$ cat src/rtl/Modules_pkg.sv
// Shared types and constants for the RV32F post-processing stages.
// Holds FSM states, rounding modes, IEEE-754 field layout and fflags bit positions.
package Modules_pkg;

  localparam int XLEN     = 32;
  localparam int QUOT_MSB = 26;

  localparam logic [31:0]       CANONICAL_NAN = 32'h7FC00000;
  localparam logic signed [9:0] EXP_MAX       = 10'sd255;

  // fflags order is {NV, DZ, OF, UF, NX}
  localparam int FLAG_NV = 4;
  localparam int FLAG_DZ = 3;
  localparam int FLAG_OF = 2;
  localparam int FLAG_UF = 1;
  localparam int FLAG_NX = 0;

  typedef enum logic [1:0] {
    ST_IDLE,
    ST_NORMALIZE,
    ST_ROUND,
    ST_VALID
  } fsm_state_e;

  typedef enum logic [2:0] {
    RM_RNE = 3'd0,
    RM_RTZ = 3'd1,
    RM_RDN = 3'd2,
    RM_RUP = 3'd3,
    RM_RMM = 3'd4
  } rv_rm_e;

  typedef struct packed {
    logic        sign;
    logic [7:0]  exp;
    logic [22:0] mant;
  } fp_fields_s;

  function automatic logic [31:0] pack_fp(input logic s, input logic [7:0] e, input logic [22:0] m);
    fp_fields_s f;
    f.sign = s;
    f.exp  = e;
    f.mant = m;
    return f;
  endfunction

endpackage

$ cat src/rtl/fp_round_decide.sv
// Rounding increment and overflow-direction decision for RISC-V rounding modes.
// Purely combinational so the FMUL/FADD post stages can share it.
module fp_round_decide
  import Modules_pkg::*;
(
  input  logic [2:0] rm_i,
  input  logic       sign_i,
  input  logic       lsb_i,
  input  logic       guard_i,
  input  logic       round_i,
  input  logic       sticky_i,
  output logic       inc_o,
  output logic       ovf_inf_o
);

  logic w_any;

  assign w_any = guard_i | round_i | sticky_i;

  // Reserved encodings 5-7 fall through to round-to-nearest-even.
  always_comb begin
    inc_o     = guard_i & (round_i | sticky_i | lsb_i);
    ovf_inf_o = 1'b1;
    case (rm_i)
      RM_RTZ: begin
        inc_o     = 1'b0;
        ovf_inf_o = 1'b0;
      end
      RM_RDN: begin
        inc_o     = sign_i & w_any;
        ovf_inf_o = sign_i;
      end
      RM_RUP: begin
        inc_o     = ~sign_i & w_any;
        ovf_inf_o = ~sign_i;
      end
      RM_RMM: begin
        inc_o     = guard_i;
        ovf_inf_o = 1'b1;
      end
      default: ;
    endcase
  end

endmodule

$ cat src/rtl/fp_div_post_normalizer.sv
// FDIV.S back end: normalizes the divider quotient, rounds, resolves specials
// and packs a single-precision result with fflags, one operation at a time.
module fp_div_post_normalizer
  import Modules_pkg::*;
(
  input  logic                   clk_i,
  input  logic                   rst_n_i,
  input  logic                   clk_en_i,
  input  logic                   valid_i,
  input  logic [XLEN-1:0]        quotient_i,
  input  logic                   rem_nz_i,
  input  logic                   sign_i,
  input  logic signed [9:0]      exp_i,
  input  logic [2:0]             rm_i,
  input  logic                   nan_i,
  input  logic                   inv_i,
  input  logic                   a_inf_i,
  input  logic                   a_zero_i,
  input  logic                   b_inf_i,
  input  logic                   b_zero_i,
  output logic [31:0]            result_o,
  output logic                   valid_o,
  output logic [4:0]             flags_o
);

  fsm_state_e r_state;

  logic [QUOT_MSB:0] r_quot;
  logic              r_rem_nz;
  logic              r_sign;
  logic signed [9:0] r_exp;
  logic [2:0]        r_rm;
  logic              r_nan;
  logic              r_inv;
  logic              r_a_inf;
  logic              r_a_zero;
  logic              r_b_inf;
  logic              r_b_zero;

  logic [22:0]       r_mant;
  logic              r_g;
  logic              r_r;
  logic              r_s;
  logic signed [9:0] r_e;

  logic [31:0]       r_result;
  logic [4:0]        r_flags;
  logic              r_valid;

  logic [22:0]       w_norm_mant;
  logic              w_norm_g;
  logic              w_norm_r;
  logic              w_norm_s;
  logic signed [9:0] w_norm_e;

  logic              w_inc;
  logic              w_ovf_inf;
  logic [23:0]       w_sum;
  logic signed [9:0] w_e_rnd;
  logic              w_inexact;
  logic [31:0]       w_result;
  logic [4:0]        w_flags;
  logic              w_unused_hi;

  // The divider guarantees the upper quotient bits are zero.
  assign w_unused_hi = |quotient_i[XLEN-1:QUOT_MSB+1];

  // A quotient below 1.0 has its leading one one place lower and needs e-1.
  assign w_norm_mant = r_quot[QUOT_MSB] ? r_quot[25:3] : r_quot[24:2];
  assign w_norm_g    = r_quot[QUOT_MSB] ? r_quot[2]    : r_quot[1];
  assign w_norm_r    = r_quot[QUOT_MSB] ? r_quot[1]    : r_quot[0];
  assign w_norm_s    = r_quot[QUOT_MSB] ? (r_quot[0] | r_rem_nz) : r_rem_nz;
  assign w_norm_e    = r_quot[QUOT_MSB] ? r_exp : (r_exp - 10'sd1);

  fp_round_decide u_round_decide (
    .rm_i      (r_rm),
    .sign_i    (r_sign),
    .lsb_i     (r_mant[0]),
    .guard_i   (r_g),
    .round_i   (r_r),
    .sticky_i  (r_s),
    .inc_o     (w_inc),
    .ovf_inf_o (w_ovf_inf)
  );

  // Carry out of the 24-bit significand leaves the fraction at zero and bumps e.
  assign w_sum     = {1'b0, r_mant} + {23'd0, w_inc};
  assign w_e_rnd   = r_e + $signed({9'd0, w_sum[23]});
  assign w_inexact = r_g | r_r | r_s;

  always_comb begin
    w_result          = pack_fp(r_sign, w_e_rnd[7:0], w_sum[22:0]);
    w_flags           = 5'd0;
    w_flags[FLAG_NX]  = w_inexact;
    if (r_nan | r_inv) begin
      w_result         = CANONICAL_NAN;
      w_flags          = 5'd0;
      w_flags[FLAG_NV] = r_inv;
    end else if (r_b_zero) begin
      w_result         = pack_fp(r_sign, 8'hFF, 23'd0);
      w_flags          = 5'd0;
      w_flags[FLAG_DZ] = 1'b1;
    end else if (r_a_inf) begin
      w_result = pack_fp(r_sign, 8'hFF, 23'd0);
      w_flags  = 5'd0;
    end else if (r_a_zero | r_b_inf) begin
      w_result = pack_fp(r_sign, 8'h00, 23'd0);
      w_flags  = 5'd0;
    end else if (w_e_rnd >= EXP_MAX) begin
      w_result         = w_ovf_inf ? pack_fp(r_sign, 8'hFF, 23'd0)
                                   : pack_fp(r_sign, 8'hFE, 23'h7FFFFF);
      w_flags          = 5'd0;
      w_flags[FLAG_OF] = 1'b1;
      w_flags[FLAG_NX] = 1'b1;
    end else if (w_e_rnd <= 10'sd0) begin
      w_result         = pack_fp(r_sign, 8'h00, 23'd0);
      w_flags          = 5'd0;
      w_flags[FLAG_UF] = 1'b1;
      w_flags[FLAG_NX] = 1'b1;
    end
  end

  always_ff @(posedge clk_i or negedge rst_n_i) begin
    if (!rst_n_i) begin
      r_state  <= ST_IDLE;
      r_quot   <= '0;
      r_rem_nz <= 1'b0;
      r_sign   <= 1'b0;
      r_exp    <= '0;
      r_rm     <= '0;
      r_nan    <= 1'b0;
      r_inv    <= 1'b0;
      r_a_inf  <= 1'b0;
      r_a_zero <= 1'b0;
      r_b_inf  <= 1'b0;
      r_b_zero <= 1'b0;
      r_mant   <= '0;
      r_g      <= 1'b0;
      r_r      <= 1'b0;
      r_s      <= 1'b0;
      r_e      <= '0;
      r_result <= '0;
      r_flags  <= '0;
      r_valid  <= 1'b0;
    end else if (clk_en_i) begin
      case (r_state)
        ST_IDLE: begin
          if (valid_i) begin
            r_quot   <= quotient_i[QUOT_MSB:0];
            r_rem_nz <= rem_nz_i;
            r_sign   <= sign_i;
            r_exp    <= exp_i;
            r_rm     <= rm_i;
            r_nan    <= nan_i;
            r_inv    <= inv_i;
            r_a_inf  <= a_inf_i;
            r_a_zero <= a_zero_i;
            r_b_inf  <= b_inf_i;
            r_b_zero <= b_zero_i;
            r_state  <= ST_NORMALIZE;
          end
        end
        ST_NORMALIZE: begin
          r_mant  <= w_norm_mant;
          r_g     <= w_norm_g;
          r_r     <= w_norm_r;
          r_s     <= w_norm_s;
          r_e     <= w_norm_e;
          r_state <= ST_ROUND;
        end
        ST_ROUND: begin
          r_result <= w_result;
          r_flags  <= w_flags;
          r_valid  <= 1'b1;
          r_state  <= ST_VALID;
        end
        ST_VALID: begin
          r_valid <= 1'b0;
          r_state <= ST_IDLE;
        end
        default: r_state <= ST_IDLE;
      endcase
    end
  end

  assign result_o = r_result;
  assign flags_o  = r_flags;
  assign valid_o  = r_valid;

endmodule
$ cat config.mk
export PLATFORM = sky130hd
export DESIGN_NAME = fp_div_post_normalizer
export DESIGN_NICKNAME = d
export VERILOG_FILES = /design/src/rtl/Modules_pkg.sv /design/src/rtl/fp_round_decide.sv /design/src/rtl/fp_div_post_normalizer.sv
export SDC_FILE = /design/constraint.sdc
export NUM_CORES = 1
export LEC_CHECK = 0
export CORE_ASPECT_RATIO = 2
export CORE_MARGIN = 4
export CORE_UTILIZATION = 57
export DETAILED_ROUTE_END_ITERATION = 6
export DONT_BUFFER_PORTS = 1
export PLACE_DENSITY = 0.8
export SETUP_SLACK_MARGIN = 0.15
export SYNTH_ARGS = -nofsm -noshare
export SYNTH_HDL_FRONTEND = slang
export SYNTH_SLANG_ARGS = --single-unit
export TNS_END_PERCENT = 50
$ cat constraint.sdc
create_clock -name clk_i -period 4.15 [get_ports clk_i]
set_clock_uncertainty 0.15 [all_clocks]
set_input_delay 0.83 -clock clk_i [delete_from_list [all_inputs] [get_ports clk_i]]
set_output_delay 0.83 -clock clk_i [all_outputs]
set_load 0.05 [all_outputs]
After elaboration in Yosys (flattened, before gate mapping)
Index checks and enable logic that the tools add are counted.
Storage, ports and cells
  register bits: 124
  latch bits: 0
  RAM bits: 0
  bits in read-only memories: 0
  input port bits: 57
  output and inout bits: 38
  word-level logic and storage cells: 74
  memories: 0
Operators by class
  $add $sub $neg: 3
  multipliers: 0
  divide/modulo/power cells: 0
  order comparisons: 2
  equality and inequality tests: 8
  shift operators: 0
  mux-type cells: 23
  bitwise operators: 11
  reductions and logical operators: 7
Operators with widths (count)
  31-bit 2-to-1 mux: 5
  32-bit 2-to-1 mux: 1
  23-bit by 1-bit adder with 24-bit output: 1
  24-bit 2-to-1 mux: 1
  23-bit 2-to-1 mux: 1
  10-bit by 2-bit adder with 10-bit output: 1
  10-bit by 9-bit greater-or-equal comparator with 1-bit output, second input constant: 1
  10-bit by 1-bit less-or-equal comparator with 1-bit output, second input constant: 1
  10-bit 2-to-1 mux: 1
  10-bit by 2-bit subtractor with 10-bit output, second input constant: 1
  3-bit 2-to-1 mux: 3
  2-bit case mux with 4 select lines: 1
  2-bit AND reduction: 4
  1-bit OR: 7
  3-bit by 2-bit equality test with 1-bit output, second input constant: 2
  5-bit 2-to-1 mux: 1
  2-bit equality test, second input constant: 2
  2-bit 2-to-1 mux: 2
  4-bit 2-to-1 mux: 1
  1-bit case mux with 4 select lines: 1
  1-bit bitwise AND: 3
  3-bit by 1-bit equality test with 1-bit output, second input constant: 1
  3-bit equality test, second input constant: 1
  1-bit 2-to-1 mux: 3
  other kinds (8): 8

Depth between registers and ports, before layout
Gate-level depths: netlist of run 1.
  depth after elaboration: 13
  mapped depth: 19
  mapped depth without buffers: 18

Modules after synthesis
A second synthesis of run 1 with hierarchy kept.
Second synthesis, totals
  cell total of the unflattened synthesis: 528
  area total of the unflattened synthesis: 5980.7 um2
By module, submodules not included
  fp_div_post_normalizer: instances 1, cells an instance 517, area each 5910.7 um2, seq. area each 3103.0 um2
  fp_round_decide: instances 1, cells an instance 11, area each 70.1 um2, seq. area each 0.0 um2

Worst setup path after synthesis of run 1
No wires, ideal clock.
  path type: reg2reg
  start point: register r_rm[0]
  end point: register r_result[11], in the netlist result_o[11]
  setup time: 122 ps
  arrival time: 3644 ps
  required time: 3878 ps
  slack: 233 ps
  cell stages (with the launch flop): 20
  buffers on the path: 1
  period minus slack after synthesis: 3917 ps
  path through: dfrtp_1 -> nor2_1 -> o32ai_1 -> nand2_1 -> nand2_1 -> o21ai_0 -> ha_1 -> nand3_1 -> nor4_1 -> nand4_1 -> nor2_1 -> ha_1 -> ha_1 -> xor2_1 -> and3_2 -> o2111ai_1 -> o31a_2 -> o311ai_4 -> buf_6 -> o21ai_1
On the way
  cells in the longest elaborated chain, start to end: 11
  elaborated cells on any way between the ends: 17
  those cells by class: add/sub (2); order compare (2); eq/ne (4); mux (9)
Ends and longest elaborated chain
  start, declared: RTL line fp_div_post_normalizer.sv:32  | logic [2:0] r_rm;
  start signal, assigned: RTL line fp_div_post_normalizer.sv:153  | r_rm <= rm_i;
  3-bit equality test (tied with other cells): RTL line fp_round_decide.sv:24  | case (rm_i)
  1-bit case mux with 4 select lines: RTL line fp_round_decide.sv:24
  23-bit by 1-bit adder with 24-bit output: RTL line fp_div_post_normalizer.sv:87  | assign w_sum = {1'b0, r_mant} + {23'd0, w_inc};
  10-bit by 2-bit adder with 10-bit output: RTL line fp_div_post_normalizer.sv:88  | assign w_e_rnd = r_e + $signed({9'd0, w_sum[23]});
  10-bit by 1-bit less-or-equal comparator with 1-bit output: RTL line fp_div_post_normalizer.sv:115  | end else if (w_e_rnd <= 10'sd0) begin
  31-bit 2-to-1 mux: RTL line fp_div_post_normalizer.sv:115
  31-bit 2-to-1 mux *: RTL line fp_div_post_normalizer.sv:109  | end else if (w_e_rnd >= EXP_MAX) begin
  31-bit 2-to-1 mux *: RTL line fp_div_post_normalizer.sv:106  | end else if (r_a_zero | r_b_inf) begin
  31-bit 2-to-1 mux *: RTL line fp_div_post_normalizer.sv:103  | end else if (r_a_inf) begin
  31-bit 2-to-1 mux *: RTL line fp_div_post_normalizer.sv:99  | end else if (r_b_zero) begin
  32-bit 2-to-1 mux *: RTL line fp_div_post_normalizer.sv:95  | if (r_nan | r_inv) begin
  end signal, assigned: RTL line fp_div_post_normalizer.sv:172  | r_result <= w_result;
  end, declared: RTL line fp_div_post_normalizer.sv:46  | logic [31:0] r_result;
Every way passes the cells marked *; elsewhere a longest branch is shown, timed or not.
A chain may end at the register's enable or synchronous reset.

Worst setup path in the final report of run 1
  start point: register r_rm[0]
  end point: register r_result[13], in the netlist result_o[13]
The elaborated chain is that of the path after synthesis.

==> results of run 1 <==
synthesized netlist by cell type (all sizes together), types with 2 or more instances:
cell type  number  area (um^2)
dfrtp         124         3100
nand2          85          319
o21ai          66          342
mux2           48          541
mux2i          25          250
clkbuf         22         82.6
nor2           22         82.6
a22oi          21          158
xnor2          21          184
xor2           18          158
a21oi          13         65.1
nand3          13         65.1
buf            12         81.3
nor3           11         55.1
ha             10          125
nand4           7         43.8
inv             6         22.5
nor4            6         37.5
a31oi           5         31.3
and2            5         31.3
o31ai           4         43.8
and3            3         20.0
and4            3         28.8
or4             3         22.5
a22o            2         17.5
o21a            2         15.0
o22a            2         17.5
or3             2         12.5
sequential cells by signal, summed over array words and instances, names as in the netlist:
register and cells:
r_exp 10, r_quot 27, r_r 1, r_sign 1
r_rm 3, r_state 2, r_rem_nz 1, r_b_zero 1
flags_o 5, valid_o 1, r_b_inf 1, r_g 1
r_mant 23, r_s 1, r_a_inf 1, r_nan 1
result_o 32, r_a_zero 1, r_e 10, r_inv 1
worst reg2reg max path: stages, from the launching register on:
cell	delay [ps]
dfrtp_2	420
nor2_2	130
o32ai_1	80
nand2_1	70
nand2_1	50
o21ai_1	80
ha_2	220
nand3_2	90
nor4_2	250
nand4_1	140
nor2_1	160
ha_2	240
buf_6	130
nand2_1	140
nor3_4	280
o2111ai_4	160
o31a_2	390
o311ai_4	310
buf_12	170
clkbuf_16	150
o21ai_0	90
cells by family after synthesis:
group / share of synthesized area
flip-flops: 0.508
XOR/XNOR: 0.0559
buffers and inverters: 0.0324
AND/OR/NAND/NOR: 0.122
adder cells (fa/ha/maj): 0.0205
AO/OA/AOI/OAI: 0.131
multiplexers: 0.129
through the flow:
| stage | cells | setup slack, ps | hold slack (ps) | area [um^2] |
|---|---|---|---|---|
| 2_1_floorplan | 576 | 233 | 306 | 6110 |
| 3_3_place_gp | 691 | 41.5 | 325 | 6240 |
| 3_5_place_dp | 691 | -94.1 | 330 | 6240 |
| 4_1_cts | 725 | 189 | 257 | 6890 |
| 5_1_grt | 730 | 45.1 | 279 | 7080 |
| 6_report | 730 | 140 | 189 | 7080 |
cell type report:
cell class | count | area, um^2
clock buffers | 18 | 439
multi-input cells | 411 | 2920
clock inverters | 14 | 169
repair buffers | 20 | 259
flip-flops and latches | 124 | 3110
fillers | 792 | 3400
inverters | 6 | 22.5
well taps | 137 | 171
report_power, final:
part	switching, mW	internal (mW)
Combinational	0.876	0.840
Clock	0.530	0.959
Sequential	0.916	1.72
Total	2.32	3.52
routing by layer:
metal	vias up	GRT usage
met4	0	0.0902
met2	147	0.350
li1	2068	-
met1	2092	0.223
met5	-	0
met3	34	0.0641
final timing paths:
| check | endpoint | slack (ps) | cells past startpoint |
|---|---|---|---|
| min reg2reg | flags_o[4] | 360 | 2 |
| max in group asynchronous | r_mant[8] | 3170 | 1 |
| min | valid_o | 190 | 1 |
| max reg2reg | result_o[13] | 140 | 20 |
| min in group clk_i | valid_o | 340 | 1 |
| max | result_o[13] | 140 | 20 |
repair_timing:
action	in CTS	in global routing
cloned	0	2
hold buffers	1	0
buffers inserted	1	3
hold endpoints to repair	124	0
pin swaps	3	9
resized for setup	1	21
setup endpoints to repair	25	26
==> results.cfg, run 1 <==
[outcome]
status = complete, no violations

[worst_hold_path]
worstHoldPathType = in2async

[pwr]
total_power_mw = 5.84
ir_drop_mv = 0.449
power.leakage_nw = 3.04
pwr_density_cell_mw_per_mm2 = 825

[clock_network]
cts_made_buffers = 17
cts.path.max_buffers = 2
clkSinkCount = 124
insertion_delay_ps = 420
cts_tree = built
cts_root_buf = clkbuf_16
clkTransAtPathRegs_ps = 60
cts_max_level = 4

[critical_path]
crit_start = r_rm[0]
critPathCaptureType = flip-flop
cpPeakStageDelay_ps = 420
cp_cell_sequence = nor2_2 > o32ai_1 > nand2_1 > nand2_1 > o21ai_1 > ha_2 > nand3_2 > nor4_2 > nand4_1 > nor2_1 > ha_2 > buf_6 > nand2_1 > nor3_4 > o2111ai_4 > o31a_2 > o311ai_4 > buf_12 > clkbuf_16 > o21ai_0
path_class = reg2reg
cp_data_required_time_ps = 4290
crit_fanout = 11
cp.arrival_ps = 4150
crit_buf_inv = 3
crit_top_cell = nand2_1
crit_slowest_cell = dfrtp_2
start_kind = flip-flop
cp_top_family = simple AND/OR/NAND/NOR gates
regToRegStartpoint = r_rm[0]

[floorplanning]
rows = 53
die_w_um = 81.2
start_util = 0.583
num_io_pins = 95
die_h_um = 154
coreArea_mm2 = 0.0105
die_area_mm2 = 0.0125

[detailed_routing]
dr.pass1.iters = 5
wl_per_cell_um = 17.8
wl_um = 13000
num_vias = 4341
wl_met3_um = 752
ant_nets = 0
via_per_inst = 5.95
met2_length_um = 6800
drc = 0
routedLengthMet1_um = 4940
drtIter0Drc = 253
routed.top_layer = met4

[grt]
track_usage = 0.203
antenna_found_initial = 0
grt_pass1_vias = 4334
grt_max_degree = 125
grt_pass1_wl_um = 19900
grt_overflow = 0

[sta]
fmax_mhz = 249
finalHoldViolCount = 0
period_share = 0.966
tightest_slew_ps = 784
rsz0062_at_grt = true
relSlewSlack = 0.473
finalSetupTns_ps = 0
setup_viol = 0
finalCriticalPeriod_ps = 4010
maxSlewViolCount = 0

[logic_synthesis]
ys.flop_type = dfrtp_1
synth-edff-count = 0
yosysSeqAreaShare = 0.508
synthArstFlopShare = 1.00
synth.distinct_cells = 51
postSynthCellCount = 576
synth_warnings = 0
syn_area_mm2 = 0.00611
avgSynthCellArea_um2 = 10.6
syn_nets = 643
ys_ff_latch = 124

[layout]
layout_common_cells = dfrtp_1, nand2_1, o21ai_0
drive_above_1_share = 0.212
final_nets = 647
n_antenna_cell = 0
final_util = 0.676
mostFrequentLayoutCell = dfrtp_1
area_growth_pct = 16.0

[place]
globalplace.congestion = 0.885
dp_hpwl_um = 8560
port_buffers = 0

[run]
cap_viol_max_count = 0
Power figures use the tool's default switching activity.
==> inputs of run 2 (changes only) <==
SYNTH_HIERARCHICAL = 1   (was default)
==> results.cfg, run 2 <==
[logic_synthesis]
synth_most_common_cell = dfrtp_1
synthArstFlopShare = 1.00
syn_area_mm2 = 0.00598
synth_top_area_share = 0.519
yosysSeqAreaShare = 0.519
synth-edff-count = 0
ys.flop_type = dfrtp_1
synth_warnings = 6
synth.distinct_cells = 55
synthTopCellsByArea = dfrtp_1, mux2_2, mux2i_1
synth_common_cells = dfrtp_1, nand2_1, mux2_2
postSynthCellCount = 528
avgSynthCellArea_um2 = 11.3
synth_top_cell_by_area = dfrtp_1
syn_nets = 595
ys_ff_latch = 124

[floorplanning]
rows = 52
die_area_mm2 = 0.0123
num_io_pins = 95
coreArea_mm2 = 0.0102
die_w_um = 80.4
die_h_um = 153
start_util = 0.585

[run]
cap_viol_max_count = 0

[sta]
fin_hold_ws_ps = 210
rsz0062_at_grt = true
period_share = 1.01
relSlewSlack = 0.347
finalSetupTns_ps = -114
fin_ws_ps = -29.2
maxSlewViolCount = 0
setup_viol = 11
finalHoldViolCount = 0
tightest_slew_ps = 976
finalCriticalPeriod_ps = 4180
fmax_mhz = 239

[detailed_routing]
wl_per_cell_um = 19.2
ant_nets = 0
drtIter0Drc = 248
via_per_inst = 6.08
drc = 0
num_vias = 4279
wl_um = 13500
dr.pass1.iters = 5

[place]
globalplace.congestion = 0.859
dp_hpwl_um = 8650
dpl-instance-area_mm2 = 0.00619
port_buffers = 0
placedCellCount = 656

[critical_path]
cp_cell_sequence = nor2_2 > a21oi_2 > o21ai_1 > ha_2 > and3_4 > nand3_4 > nor4_4 > buf_4 > ha_4 > ha_4 > nand2_1 > xor2_1 > a41oi_1 > nor3_4 > buf_12 > nor4_4 > a221o_1
cp_data_required_time_ps = 4340
crit_slowest_cell = nor4_4
crit_fanout = 11
cpPeakStageDelay_ps = 620
path_class = reg2reg
cp.arrival_ps = 4370
critPathCaptureType = flip-flop
start_kind = flip-flop

[grt]
met1_usage = 0.242
grt_pass1_wl_um = 20700
grt_max_degree = 125
use_met3 = 0.0607
grt.busiest_layer = met2
antenna_found_initial = 2
grt_pass1_vias = 4275
track_usage = 0.217
grt_overflow = 0
met2_usage = 0.369

[outcome]
status = finished with violations
violations = negative setup slack

[clock_network]
cts_root_buf = clkbuf_16
cts_made_buffers = 17
cts_max_level = 4
clkTransAtPathRegs_ps = 50
cts.path.max_buffers = 2
insertion_delay_ps = 420
cts_tree = built
clkSinkCount = 124

[layout]
mostFrequentLayoutCell = dfrtp_1
largest_register_ffs = 32
area_growth_pct = 19.0
layout_common_cells = dfrtp_1, nand2_1, mux2_2
fin_area_mm2 = 0.00712
fin_cells = 704
drive_above_1_share = 0.263
final_util = 0.697
final_nets = 622
nFillCells = 700

[pwr]
power.leakage_nw = 3.11
pwr_density_cell_mw_per_mm2 = 795
ir_drop_mv = 0.432

[worst_hold_path]
worstHoldPathType = in2async
run 2: worst max-delay path: cells and delay by family, from the launching register on:
family	cells	cell delay, ps
AOI/OAI and AO/OA	4	950
xor gates and xnor gates	1	180
adders and majority gates	3	530
buffers and inverters	2	330
DFF	1	420
and+or+nand+nor	7	1550
run 2: per-layer routing:
metal  share of wire  up-vias
met3           0.065       46
met1            0.36     2079
met4           0.036        0
li1                -     1981
met2            0.53      173
met5               0        -
run 2: area by class of cell:
cell class / instances / area, um^2 / share of cell area
multi-input combinational: 370 / 2880 / 0.405
sequential: 124 / 3100 / 0.436
tap: 135 / 169 / 0.0237
timing repair buffer: 36 / 332 / 0.0466
antenna: 2 / 5.00 / 0.000703
clock inverter: 13 / 166 / 0.0234
inverter: 6 / 22.5 / 0.00316
clock buffer: 18 / 439 / 0.0617
run 2: cells by family after synthesis:
kind of cell / Yosys count / share of synthesized area
AO/OA/AOI/OAI: 100 / 0.117
AND/OR/NAND/NOR: 147 / 0.124
XOR/XNOR: 38 / 0.0569
multiplexers: 73 / 0.132
adder cells (fa/ha/maj): 10 / 0.0209
buffers and inverters: 36 / 0.0299
flip-flops: 124 / 0.519
run 2: path summary, 6_finish.rpt:
| check | startpoint | endpoint | slack (ps) | cells past startpoint |
|---|---|---|---|---|
| max in group asynchronous | rst_n_i | r_mant[2] | 3190 | 1 |
| min in group clk_i | clk_en_i | r_state[0] | 360 | 1 |
| hold reg to reg | r_quot[25] | r_quot[25] | 360 | 1 |
| setup / recovery | r_rm[0] | result_o[2] | -30 | 17 |
| hold / removal | rst_n_i | result_o[24] | 210 | 1 |
| setup reg to reg | r_rm[0] | result_o[2] | -30 | 17 |
run 2: stage by stage:
stage	setup slack [ps]	total power [mW]
2_1_floorplan	448	3.51
3_3_place_gp	10.6	3.81
3_5_place_dp	-169	3.93
4_1_cts	150	5.59
5_1_grt	-131	5.99
6_report	-29.2	5.66
run 2: what timing repair did:
item | 4_1_cts | 5_1_grt
endpoints found under the setup margin | 27 | 33
cloned | 2 | 0
pin swaps | 11 | 7
gates resized for setup | 15 | 11
hold buffers | 1 | 0
hold endpoints to repair | 124 | 0
setup buffers | 6 | 6
run 2: power by group:
part	switching, mW	internal (mW)
combinational	0.798	0.867
sequential	0.809	1.69
clock	0.531	0.960
